$ cat src/rtl/secded_batch_decoder.sv
// Hamming SECDED batch decoder: reads COUNT codewords from byte memory, corrects
// single errors, flags double errors and writes data plus a 2-bit status tag back.
module secded_batch_decoder #(
  parameter int P        = 4,
  parameter int COUNT    = 15,
  parameter int SRC_BASE = 30,
  parameter int DST_BASE = 0,
  parameter int AW       = 8
) (
  input  logic          clk,
  input  logic          reset,
  output logic [AW-1:0] mem_addr,
  output logic          mem_wr_en,
  output logic [7:0]    mem_wdata,
  input  logic [7:0]    mem_rdata,
  output logic          done,
  output logic [7:0]    single_cnt,
  output logic [7:0]    double_cnt
);

  localparam int CW    = 1 << P;
  localparam int DW    = CW - P - 1;
  localparam int BYTES = CW / 8;

  // state | meaning
  // RD    | present read address of byte b, capture byte b-1
  // RDW   | capture last byte of the codeword
  // DEC   | classify, correct, register result, bump counters
  // WR    | write result bytes LSB first
  // DONE  | run complete, idle until reset
  localparam logic [2:0] S_RD   = 3'd0;
  localparam logic [2:0] S_RDW  = 3'd1;
  localparam logic [2:0] S_DEC  = 3'd2;
  localparam logic [2:0] S_WR   = 3'd3;
  localparam logic [2:0] S_DONE = 3'd4;

  if (P < 3 || P > 6) begin : g_bad_p
    $error("secded_batch_decoder: P must be in 3..6");
  end
  if (COUNT < 1 || COUNT > 255) begin : g_bad_count
    $error("secded_batch_decoder: COUNT must be in 1..255");
  end
  if (SRC_BASE < DST_BASE + BYTES * COUNT && DST_BASE < SRC_BASE + BYTES * COUNT) begin : g_overlap
    $error("secded_batch_decoder: source and destination regions overlap");
  end

  logic [2:0]    state_q, state_d;
  logic [2:0]    byte_q, byte_d;
  logic [7:0]    word_q, word_d;
  logic [CW-1:0] cw_q, cw_d;
  logic [CW-1:0] res_q, res_d;
  logic [7:0]    single_q, single_d;
  logic [7:0]    double_q, double_d;

  logic [P-1:0]  syn;
  logic          par;
  logic [CW-1:0] corr;
  logic [DW-1:0] data;
  logic [1:0]    status;

  always_comb begin
    int k;
    syn = '0;
    for (int i = 1; i < CW; i++) begin
      if (cw_q[i]) syn ^= i[P-1:0];
    end
    par  = ^cw_q;
    corr = cw_q;
    if (par) corr[syn] = ~cw_q[syn];
    // data bits occupy the non-power-of-two positions in ascending order
    data = '0;
    k    = 0;
    for (int i = 1; i < CW; i++) begin
      if ((i & (i - 1)) != 0) begin
        data[k] = corr[i];
        k++;
      end
    end
    if (par)              status = 2'b01;
    else if (syn != '0)   status = 2'b10;
    else                  status = 2'b00;
    res_d = '0;
    res_d[DW-1:0]     = data;
    res_d[CW-1:CW-2]  = status;
  end

  always_comb begin
    state_d  = state_q;
    byte_d   = byte_q;
    word_d   = word_q;
    cw_d     = cw_q;
    single_d = single_q;
    double_d = double_q;
    case (state_q)
      S_RD: begin
        if (byte_q != 3'd0) cw_d[8*(int'(byte_q)-1) +: 8] = mem_rdata;
        if (byte_q == 3'(BYTES-1)) begin
          state_d = S_RDW;
          byte_d  = 3'd0;
        end else begin
          byte_d = byte_q + 3'd1;
        end
      end
      S_RDW: begin
        cw_d[8*(BYTES-1) +: 8] = mem_rdata;
        state_d = S_DEC;
      end
      S_DEC: begin
        if (status == 2'b01 && single_q != 8'hFF) single_d = single_q + 8'd1;
        if (status == 2'b10 && double_q != 8'hFF) double_d = double_q + 8'd1;
        state_d = S_WR;
      end
      S_WR: begin
        if (byte_q == 3'(BYTES-1)) begin
          byte_d  = 3'd0;
          word_d  = word_q + 8'd1;
          state_d = (word_q == 8'(COUNT-1)) ? S_DONE : S_RD;
        end else begin
          byte_d = byte_q + 3'd1;
        end
      end
      S_DONE: state_d = S_DONE;
      default: state_d = S_RD;
    endcase
  end

  always_ff @(posedge clk) begin
    if (reset) begin
      state_q  <= S_RD;
      byte_q   <= 3'd0;
      word_q   <= 8'd0;
      cw_q     <= '0;
      res_q    <= '0;
      single_q <= 8'd0;
      double_q <= 8'd0;
    end else begin
      state_q  <= state_d;
      byte_q   <= byte_d;
      word_q   <= word_d;
      cw_q     <= cw_d;
      single_q <= single_d;
      double_q <= double_d;
      if (state_q == S_DEC) res_q <= res_d;
    end
  end

  always_comb begin
    mem_wr_en = (state_q == S_WR);
    mem_wdata = mem_wr_en ? res_q[8*int'(byte_q) +: 8] : 8'h00;
    if (state_q == S_WR)
      mem_addr = AW'(DST_BASE + BYTES * int'(word_q) + int'(byte_q));
    else if (state_q == S_DONE)
      mem_addr = AW'(SRC_BASE);
    else
      mem_addr = AW'(SRC_BASE + BYTES * int'(word_q) + int'(byte_q));
  end

  assign done       = (state_q == S_DONE);
  assign single_cnt = single_q;
  assign double_cnt = double_q;

endmodule

$ cat config.mk
export PLATFORM = sky130hd
export DESIGN_NAME = secded_batch_decoder
export DESIGN_NICKNAME = d
export VERILOG_FILES = /design/src/rtl/secded_batch_decoder.sv
export SDC_FILE = /design/constraint.sdc
export NUM_CORES = 1
export LEC_CHECK = 0
export BUFFER_PORTS_ARGS = -buffer_cell sky130_fd_sc_hd__buf_4
export CAP_MARGIN = 10
export CORE_MARGIN = 4
export CORE_UTILIZATION = 60
export CTS_BUF_LIST = sky130_fd_sc_hd__clkbuf_8
export DETAILED_ROUTE_END_ITERATION = 10
export GPL_ROUTABILITY_DRIVEN = 0
export GPL_TIMING_DRIVEN = 0
export PLACE_DENSITY = 0.81
export SYNTH_ARGS = -nofsm -noshare
export SYNTH_HDL_FRONTEND = slang
export SYNTH_SLANG_ARGS = --single-unit
export TNS_END_PERCENT = 1
$ cat constraint.sdc
create_clock -name clk -period 5.8 [get_ports clk]
set_input_delay 0.58 -clock clk [delete_from_list [all_inputs] [get_ports clk]]
set_output_delay 0.58 -clock clk [all_outputs]
set_load 0.01 [all_outputs]
# After elaboration in Yosys (flattened, before gate mapping)
# Cells that the tools add are included.
word_totals:
  latch_bits: 0
  rom_bits: 0
  wordCells: 99
  ram_bits: 0
  n_memories: 0
  regBits: 59
  in_bits: 10
classes:
  add_sub_neg: 9
  bitwise: 15
  n_div: 0
  reduce_logical: 15
  n_eq_ne: 13
  shifts: 3
  muxes: 34
  mul: 0
  order_cmp: 2
op_table:
  columns: ["op", "count"]
  rows:
  - ["7-bit negator with 33-bit output", 1]
  - ["8-bit by 33-bit variable shift with 16-bit output (first input constant)", 1]
  - ["8-bit by 33-bit variable part select with 16-bit output", 1]
  - ["16-bit bitwise mux", 2]
  - ["16-bit 2-to-1 mux", 2]
  - ["4-bit 2-to-1 mux", 8]
  - ["8-bit by 1-bit adder with 8-bit output (second input constant)", 3]
  - ["3-bit 2-to-1 mux", 8]
  - ["8-bit 2-to-1 mux", 3]
  - ["8-bit != test (second input constant)", 2]
  - ["8-bit case mux with 2 select lines", 1]
  - ["16-bit XOR reduction", 1]
  - ["16-bit by 7-bit variable part select with 8-bit output", 1]
  - ["3-bit case mux with 5 select lines", 1]
  - ["2-bit NOT", 6]
  - ["3-bit NOT", 4]
  - ["2-bit AND reduction", 6]
  - ["5-bit by 8-bit adder with 8-bit output (first input constant)", 1]
  - ["8-bit by 3-bit adder with 8-bit output", 1]
  - ["8-bit by 4-bit adder with 8-bit output", 1]
  - ["8-bit by 4-bit equality test with 1-bit output (second input constant)", 1]
  - ["2-bit 2-to-1 mux", 4]
  - ["3-bit by 1-bit equality test with 1-bit output (second input constant)", 2]
  - ["3-bit by 2-bit equality test with 1-bit output (second input constant)", 2]
  - ["21 further kinds", 28]

# Logic depth before layout (Yosys ltp)
# Gate-level depths: netlist (run 1).
depth:
  ltp_word: 32
  depth_mapped: 13
  ltp_nobuf: 12

# Worst setup path before layout (run 1)
# Ideal clock, no wire load.
synth_timing:
  path_kind: "flip-flop to flip-flop"
  start: "reg byte_q[1]"
  end: "reg cw_q[11]"
  path_stages_with_launch: 11
  arrival_ns: 2.920
  setup_time_ns: 0.128
  required_time_ns: 5.672
  synth_period_minus_slack_ns: 3.048
  setup_slack_ns: 2.752
  path_cell_list: "dfxtp_1 inv_1 ha_1 xnor2_1 nand3_1 ha_1 or4b_2 nor3_1 o21ai_1 mux2i_1 nor2_1"
synth_via:
  elab_chain_len: 6
  elab_cells_between_ends: 10
  cone_classes: "add/sub (2); eq/ne (1); shift (2); mux (3); reduce/logical (2)"
synth_lines:
  columns: ["element", "line_no", "text"]
  rows:
  - ["from (decl)", "48", "logic [2:0] byte_q, byte_d;"]
  - ["from (signal assigned)", "138", "byte_q <= byte_d;"]
  - ["3-bit by 1-bit subtractor with 4-bit output", "96", "if (byte_q != 3'd0) cw_d[8*(int'(byte_q)-1) +: 8] = mem_rdata;"]
  - ["7-bit negator with 33-bit output", "96", null]
  - ["8-bit by 33-bit variable part select with 16-bit output / 8-bit by 33-bit variable shift with 16-bit output (equally long branches)", "96", null]
  - ["16-bit bitwise mux", "96", null]
  - ["16-bit 2-to-1 mux", "96", null]
  - ["8-bit case mux with 2 select lines", "94", "case (state_q)"]
  - ["to (signal assigned)", "140", "cw_q <= cw_d;"]
  - ["to (decl)", "50", "logic [CW-1:0] cw_q, cw_d;"]
# Parallel ways exist; a longest one is shown, timed or not. The select of a mux whose other input is x is not followed.
# A chain may end at the register's enable or synchronous reset.

# Worst setup path in the final report (run 1)
layout_timing:
  start: "reg byte_q[0]"
  end: "reg cw_q[12]"
# Same word-level chain as after synthesis.

==> results.py, run 1 <==
metrics = {
    "status": {
        "status": "completed",
    },
    "power": {
        "p_leak_uw": 0.001819,
        "ir_drop_uv": 349.4,
        "power.share.sequential_pct": 27.0,
        "power_frac_comb_pct": 53.1,
        "pwr-share-clk_pct": 19.9,
        "p_switching_uw": 778.3,
        "power.internal_uw": 1022,
        "netSwitchingFraction_pct": 43.22,
        "powerDensity_mw_per_mm2": 392.9,
    },
    "clock_network": {
        "cts_hold_buf": 0,
        "cts-resized-gates": 0,
        "cts_buffer_depth": 2,
        "cts_tree": "yes",
        "cts_setup_buffers": 0,
        "path_clk_slew_ns": 0.07,
        "numCtsBuffers": 9,
        "cts-htree-levels": 3,
        "clock-sinks": 59,
        "clk_latency_ns": 0.33,
        "cts_root_buf": "clkbuf_8",
    },
    "placement": {
        "dp_slack_ns": 1.915,
        "hpwl_mm": 7.250,
        "io_buffers": 42,
    },
    "critical_path": {
        "cp-start-kind": "flip-flop",
        "cp_max_fo": 10,
        "path_class": "reg -> reg",
        "cp-end-kind": "flip-flop",
        "critPathArrivalTime_ns": 4.16,
        "required_ns": 6.01,
    },
    "synth": {
        "synth-main-ff-cell": "dfxtp_1",
        "netlist_area_mm2": 0.003983,
        "synth.net_count": 499,
        "seq_area_frac_synth_pct": 29.66,
        "netlist_instances": 466,
        "ys_seq_elements": 59,
        "synth-warning-count": 0,
        "syn_avg_cell_area_um2": 8.546,
        "yosys.area.top_type": "dfxtp_1",
        "yosysTopAreaCellShare_pct": 29.66,
        "synth_cell_type_count": 59,
        "async_reset_ff_share_pct": 0,
        "synth_edf_count": 0,
        "synth_area_leaders": "dfxtp_1 30%, nor2_1 6.7%, ha_1 6.6%",
    },
    "cells_and_area": {
        "n_fill_cell": 508,
        "layout_common_cells": "71 x nor2_1, 59 x dfxtp_1, 42 x buf_4",
        "fin_util_pct": 71.77,
        "area_growth_pct": 15.08,
        "regArea_mm2": 0.001181,
        "multi_input_area_mm2": 0.002655,
        "drive_above_1_share_pct": 16.25,
        "antenna_cells": 0,
        "final_common_cell": "nor2_1",
        "fin_nets": 553,
    },
    "timing": {
        "maxSlewViolCount": 0,
        "worst_slack_ns": 1.848,
        "rsz0062_at_grt": "false",
        "timing.final.crit_share_pct": 68.15,
        "relSlewSlack_pct": 34.76,
        "tightest_slew_ns": 0.9711,
        "fin_skew_ns": 0.01029,
        "setup_viol": 0,
        "hold_violations": 0,
        "setup-tns-final_ns": 0,
        "clock.fmax_mhz": 253.0,
        "fin_crit_ns": 3.952,
    },
    "floorplan": {
        "dieArea_mm2": 0.008005,
        "chipWidth_um": 89.47,
        "die_h_um": 89.47,
        "rows": 29,
        "start_util_pct": 62.36,
        "core-area_mm2": 0.006386,
        "io_pins": 44,
    },
    "grt": {
        "globalRouteOverflowTotal": 0,
        "grt_pass1_wl_mm": 15.88,
        "antenna_found_initial": 0,
        "grt_usage_pct": 25.56,
        "grt_max_degree": 11,
        "first_global_vias": 3323,
    },
    "run": {
        "maxCapViolCount": 0,
    },
    "drt": {
        "vias_per_cell": 5.975,
        "first_iter_violations": 229,
        "drc": 0,
        "wl_per_cell_um": 16.05,
        "drt_wl_total_mm": 9.627,
        "ant_nets": 0,
        "drt_first_pass_iters": 4,
        "vias": 3585,
    },
    "hold_path": {
        "min_path_type": "reg -> reg",
    },
}
-- final cells by class --
type | instances | area share [%]
multi-input combinational | 369 | 57.93
sequential | 59 | 25.77
timing repair buffer | 43 | 7.043
clock buffer | 10 | 3.003
tap | 77 | 2.102
inverter | 21 | 1.720
buffer | 17 | 1.474
clock inverter | 4 | 0.9555
-- sequential cells by signal, indices dropped and copies added, names as in the netlist --
register    flops
byte_q          3
cw_q           16
double_cnt      8
res_q          13
single_cnt      8
state_q         3
word_q          8
-- worst paths after layout --
path | startpoint | end | slack [ns] | cells past startpoint
setup / recovery | byte_q[0] | cw_q[12] | 1.85 | 10
hold / removal | res_q[7] | res_q[7] | 0.48 | 2
setup reg to reg | byte_q[0] | cw_q[12] | 1.85 | 10
hold reg to reg | res_q[7] | res_q[7] | 0.48 | 2
-- worst max-delay path, stage by stage, from the launching register on --
cell	delay, ns
dfxtp_1	0.38
clkbuf_1	0.50
nor3_1	0.20
inv_1	0.16
nand3_1	0.09
ha_1	0.30
or4b_2	0.64
nor3_1	0.80
o21ai_1	0.44
mux2i_1	0.26
nor2_1	0.05
-- synth_stat cells (14+ instances only) --
| cell | instances |
|---|---|
| o21ai_0 | 14 |
| a21oi_1 | 29 |
| xnor2_1 | 27 |
| nand2_1 | 29 |
| dfxtp_1 | 59 |
| nor2_1 | 71 |
| xor2_1 | 17 |
| mux2i_1 | 21 |
| inv_1 | 21 |
| clkbuf_1 | 14 |
| ha_1 | 21 |
-- power groups by stage --
stage	clock network (uW)	registers [uW]	logic, uW
finish	359	486	956
floorplan	0	482	731
global route	383	490	1050
detailed placement	0	493	934
global placement	0	492	904
CTS	361	485	944
-- per-layer routing --
layer | part of all wire, % | global-route usage, % | wire length, um
met1 | 46 | 34.71 | 4397
met2 | 47 | 41.06 | 4562
met3 | 5.0 | 3.502 | 479
met4 | 2.0 | 10.01 | 188
met5 | 0 | 0 | 0
-- kinds of logic after synthesis --
logic type	after synthesis	share of synthesized area (%)
muxes	23	5.843
DFF	59	29.66
buffers and inverters	38	3.676
and+or+nand+nor	172	21.11
adders and majority gates	23	7.603
xor gates and xnor gates	58	16.40
AOI/OAI and AO/OA	93	15.71
-- per-stage QoR --
| stage | std cells | power [uW] | instance area, um2 | hold WS (ns) |
|---|---|---|---|---|
| after floorplan | 466 | 1213 | 3983 | 0.4277 |
| after global placement | 585 | 1396 | 4394 | 0.4494 |
| after detailed placement | 585 | 1427 | 4394 | 0.4601 |
| after CTS | 599 | 1790 | 4576 | 0.4785 |
| after global routing | 600 | 1920 | 4583 | 0.5049 |
| final | 600 | 1801 | 4583 | 0.4809 |
No activity file was read; power rests on OpenSTA's default activity.
==> run 2, diff against run 1 <==
Settings changed: ABC_AREA set to 1.
Clock period 5.8 ns to 3.85 ns, I/O delays scaled along.
==> run 2 against run 1 <==
Effect of this change:
- sequential power rose by 75%
- highest routed layer unchanged
- combinational power rose to 2.6 times the previous value
- largest power group unchanged
- global-route usage rose by 0.44 points
- non-clock buffer count did not move
- register-to-register slack got worse by 1.6 ns
- clock power rose by 60%
- first-iteration DRC count rose by 15%
- count of clock-buffer cells in the layout fell by 1
- sequential share of layout area fell by 0.75 points
- via count rose by 18%
- worst setup slack got worse by 1.6 ns
- critical path depth rose by 3
==> results.py, run 2 <==
metrics = {
    "synth": {
        "synth_cell_type_count": 44,
        "synth_most_common_cell": "nand2_1",
        "synth-warning-count": 0,
        "synth_area_leaders": "dfxtp_1 29%, nand2_1 14%, a21oi_1 8.0%",
        "yosys.area.top_type": "dfxtp_1",
        "netlist_instances": 637,
        "seq_area_frac_synth_pct": 28.93,
        "async_reset_ff_share_pct": 0,
        "yosysTopAreaCellShare_pct": 28.93,
        "syn_avg_cell_area_um2": 6.409,
        "netlist_area_mm2": 0.004083,
        "ys_seq_elements": 59,
        "synthTopCellsByCount": "154 x nand2_1, 82 x inv_1, 67 x nor2_1",
        "synth.net_count": 670,
        "synth_edf_count": 0,
        "synth-main-ff-cell": "dfxtp_1",
    },
    "critical_path": {
        "cp_slowest_cell": "nand4_1",
        "max_stage_delay_ns": 0.41,
        "path_class": "reg -> reg",
        "crit_family": "simple AND/OR/NAND/NOR gates",
        "startpoint": "byte_q[0]",
        "critPathArrivalTime_ns": 3.85,
        "cp_max_fo": 12,
        "cp-end-kind": "flip-flop",
        "critical_path_buf_inv_count": 3,
        "timing.rr.start": "byte_q[0]",
        "cp-start-kind": "flip-flop",
        "required_ns": 4.05,
        "worstPathCellList": "clkbuf_1 > clkinv_2 > ha_1 > xnor2_1 > nand2_1 > ha_1 > inv_1 > nand4_1 > or3_1 > nor4_1 > nand4_1 > nand3_1 > a21oi_1",
    },
    "timing": {
        "fin_skew_ns": 0.01390,
        "worst_slack_ns": 0.2043,
        "clock.fmax_mhz": 274.3,
        "timing.final.crit_share_pct": 94.69,
        "hold_violations": 0,
        "relSlewSlack_pct": 64.24,
        "maxSlewViolCount": 0,
        "tightest_slew_ns": 0.5363,
        "fin_crit_ns": 3.646,
        "setup_viol": 0,
        "whs_ns": 0.2910,
    },
    "hold_path": {
        "min_from": "mem_rdata[3]",
        "min_path_type": "in -> reg",
    },
    "drt": {
        "vias": 4238,
        "drc": 0,
        "vias_per_cell": 5.475,
        "ant_nets": 0,
        "wl_per_cell_um": 13.86,
        "drt_wl_total_mm": 10.73,
        "drt_first_pass_iters": 5,
        "first_iter_violations": 263,
    },
    "grt": {
        "globalRouteOverflowTotal": 0,
        "grt_max_degree": 13,
        "antenna_found_initial": 0,
        "grt_pass1_wl_mm": 17.73,
        "grt_usage_pct": 25.99,
        "first_global_vias": 3873,
    },
    "floorplan": {
        "start_util_pct": 62.86,
        "die_h_um": 90.49,
        "core-area_mm2": 0.006495,
        "io_pins": 44,
        "chipWidth_um": 90.49,
        "dieArea_mm2": 0.008188,
        "rows": 29,
    },
    "placement": {
        "hpwl_mm": 8.030,
        "io_buffers": 42,
        "dp_slack_ns": -0.1876,
    },
    "power": {
        "power_uw": 3917,
        "pwr-share-clk_pct": 14.7,
        "power_frac_comb_pct": 63.5,
        "p_leak_uw": 0.002013,
        "power.internal_uw": 1851,
        "powerDensity_mw_per_mm2": 829.7,
        "power.share.sequential_pct": 21.7,
        "ir_drop_uv": 756.8,
        "netSwitchingFraction_pct": 52.74,
        "p_switching_uw": 2066,
    },
    "clock_network": {
        "cts_hold_buf": 0,
        "clock-sinks": 59,
        "clk_latency_ns": 0.35,
        "numCtsBuffers": 9,
        "cts_root_buf": "clkbuf_8",
        "path_clk_slew_ns": 0.07,
        "cts_buffer_depth": 2,
        "cts-htree-levels": 3,
        "cts_tree": "yes",
    },
    "cells_and_area": {
        "final_common_cell": "nand2_1",
        "fin_util_pct": 72.68,
        "largest_reg_flops": 16,
        "regMostFlops": "cw_q",
        "antenna_cells": 0,
        "drive_above_1_share_pct": 12.91,
        "n_fill_cell": 553,
        "area_growth_pct": 15.63,
        "fin_nets": 725,
        "layout_common_cells": "154 x nand2_1, 82 x inv_1, 67 x nor2_1",
        "reg_top3": "cw_q: 16 flops, res_q: 13 flops",
    },
    "run": {
        "maxCapViolCount": 0,
    },
    "status": {
        "status": "completed",
    },
}
## run 2: changes by cell type in the layout (fill, tap and decap cells not counted), moves of 7 or more
cell      previous run  this run
a32oi_1             10         1
inv_1               22        82
nand3_1             12        55
xor2_1              17        10
mux2i_1             21         0
nand2_1             29       154
xnor2_1             27         7
a21oi_1             29        65
o21ai_0             14        26
inv_2                0         8
o211ai_1             9         1
and3_1              10         1
xnor2_2              9         2
## run 2: power by group through the flow
stage	Combinational (uW)	Clock, uW	Sequential, uW
global route	2810	606	866
global placement	2360	0	855
detailed placement	2430	0	863
CTS	2460	579	849
finish	2490	576	852
floorplan	1890	0	822
## run 2: worst min-delay path: stages
cell and delay [ns]:
buf_4 0.12, inv_1 0.04, a21oi_1 0.05
## run 2: final cells by class
class                   instances  area, um2  area share (%)
clock inverters                 7      76.32           1.617
inverters                      93      350.3           7.421
flip-flops and latches         59       1181           25.02
multi-input cells             469       2494           52.82
plain buffers                  16      68.82           1.458
well taps                      77      96.34           2.041
clock buffers                   9      123.9           2.624
repair buffers                 44      330.3           6.997
## run 2: repair_timing
item	in CTS	in global routing
setup buffers	0	2
pin swaps	0	2
resized for setup	2	2
endpoints found under the setup margin	8	14
## run 2: kinds of logic (layout without fill, tap and decap cells)
group / Yosys count / count (layout) / synth area share, %
AND/OR/NAND/NOR: 320 / 320 / 34.29
buffers and inverters: 109 / 169 / 10.21
AO/OA/AOI/OAI: 105 / 105 / 13.64
flip-flops: 59 / 59 / 28.93
adder cells (fa/ha/maj): 23 / 23 / 7.416
XOR/XNOR: 21 / 21 / 5.516
## run 2: layer usage
| metal | routed length [um] | global-route usage [%] |
|---|---|---|
| met5 | 0 | 0 |
| met4 | 248 | 9.949 |
| met3 | 636 | 4.917 |
| met1 | 4796 | 33.56 |
| met2 | 5044 | 42.80 |
## run 2: through the flow
stage	instances	area, um2	setup TNS [ns]
global route	774	4721	-0.02369
floorplan	637	4083	0
detailed placement	756	4494	-0.9613
finish	774	4721	0
CTS	772	4705	0
global placement	756	4494	-0.4903
## run 2: worst paths after layout
| check | to | slack, ns | depth (start not counted) |
|---|---|---|---|
| worst max-delay path | cw_q[13] | 0.20 | 13 |
| worst min-delay path | cw_q[3] | 0.29 | 3 |
| worst max register to register | cw_q[13] | 0.20 | 13 |
| worst min register to register | res_q[7] | 0.47 | 2 |
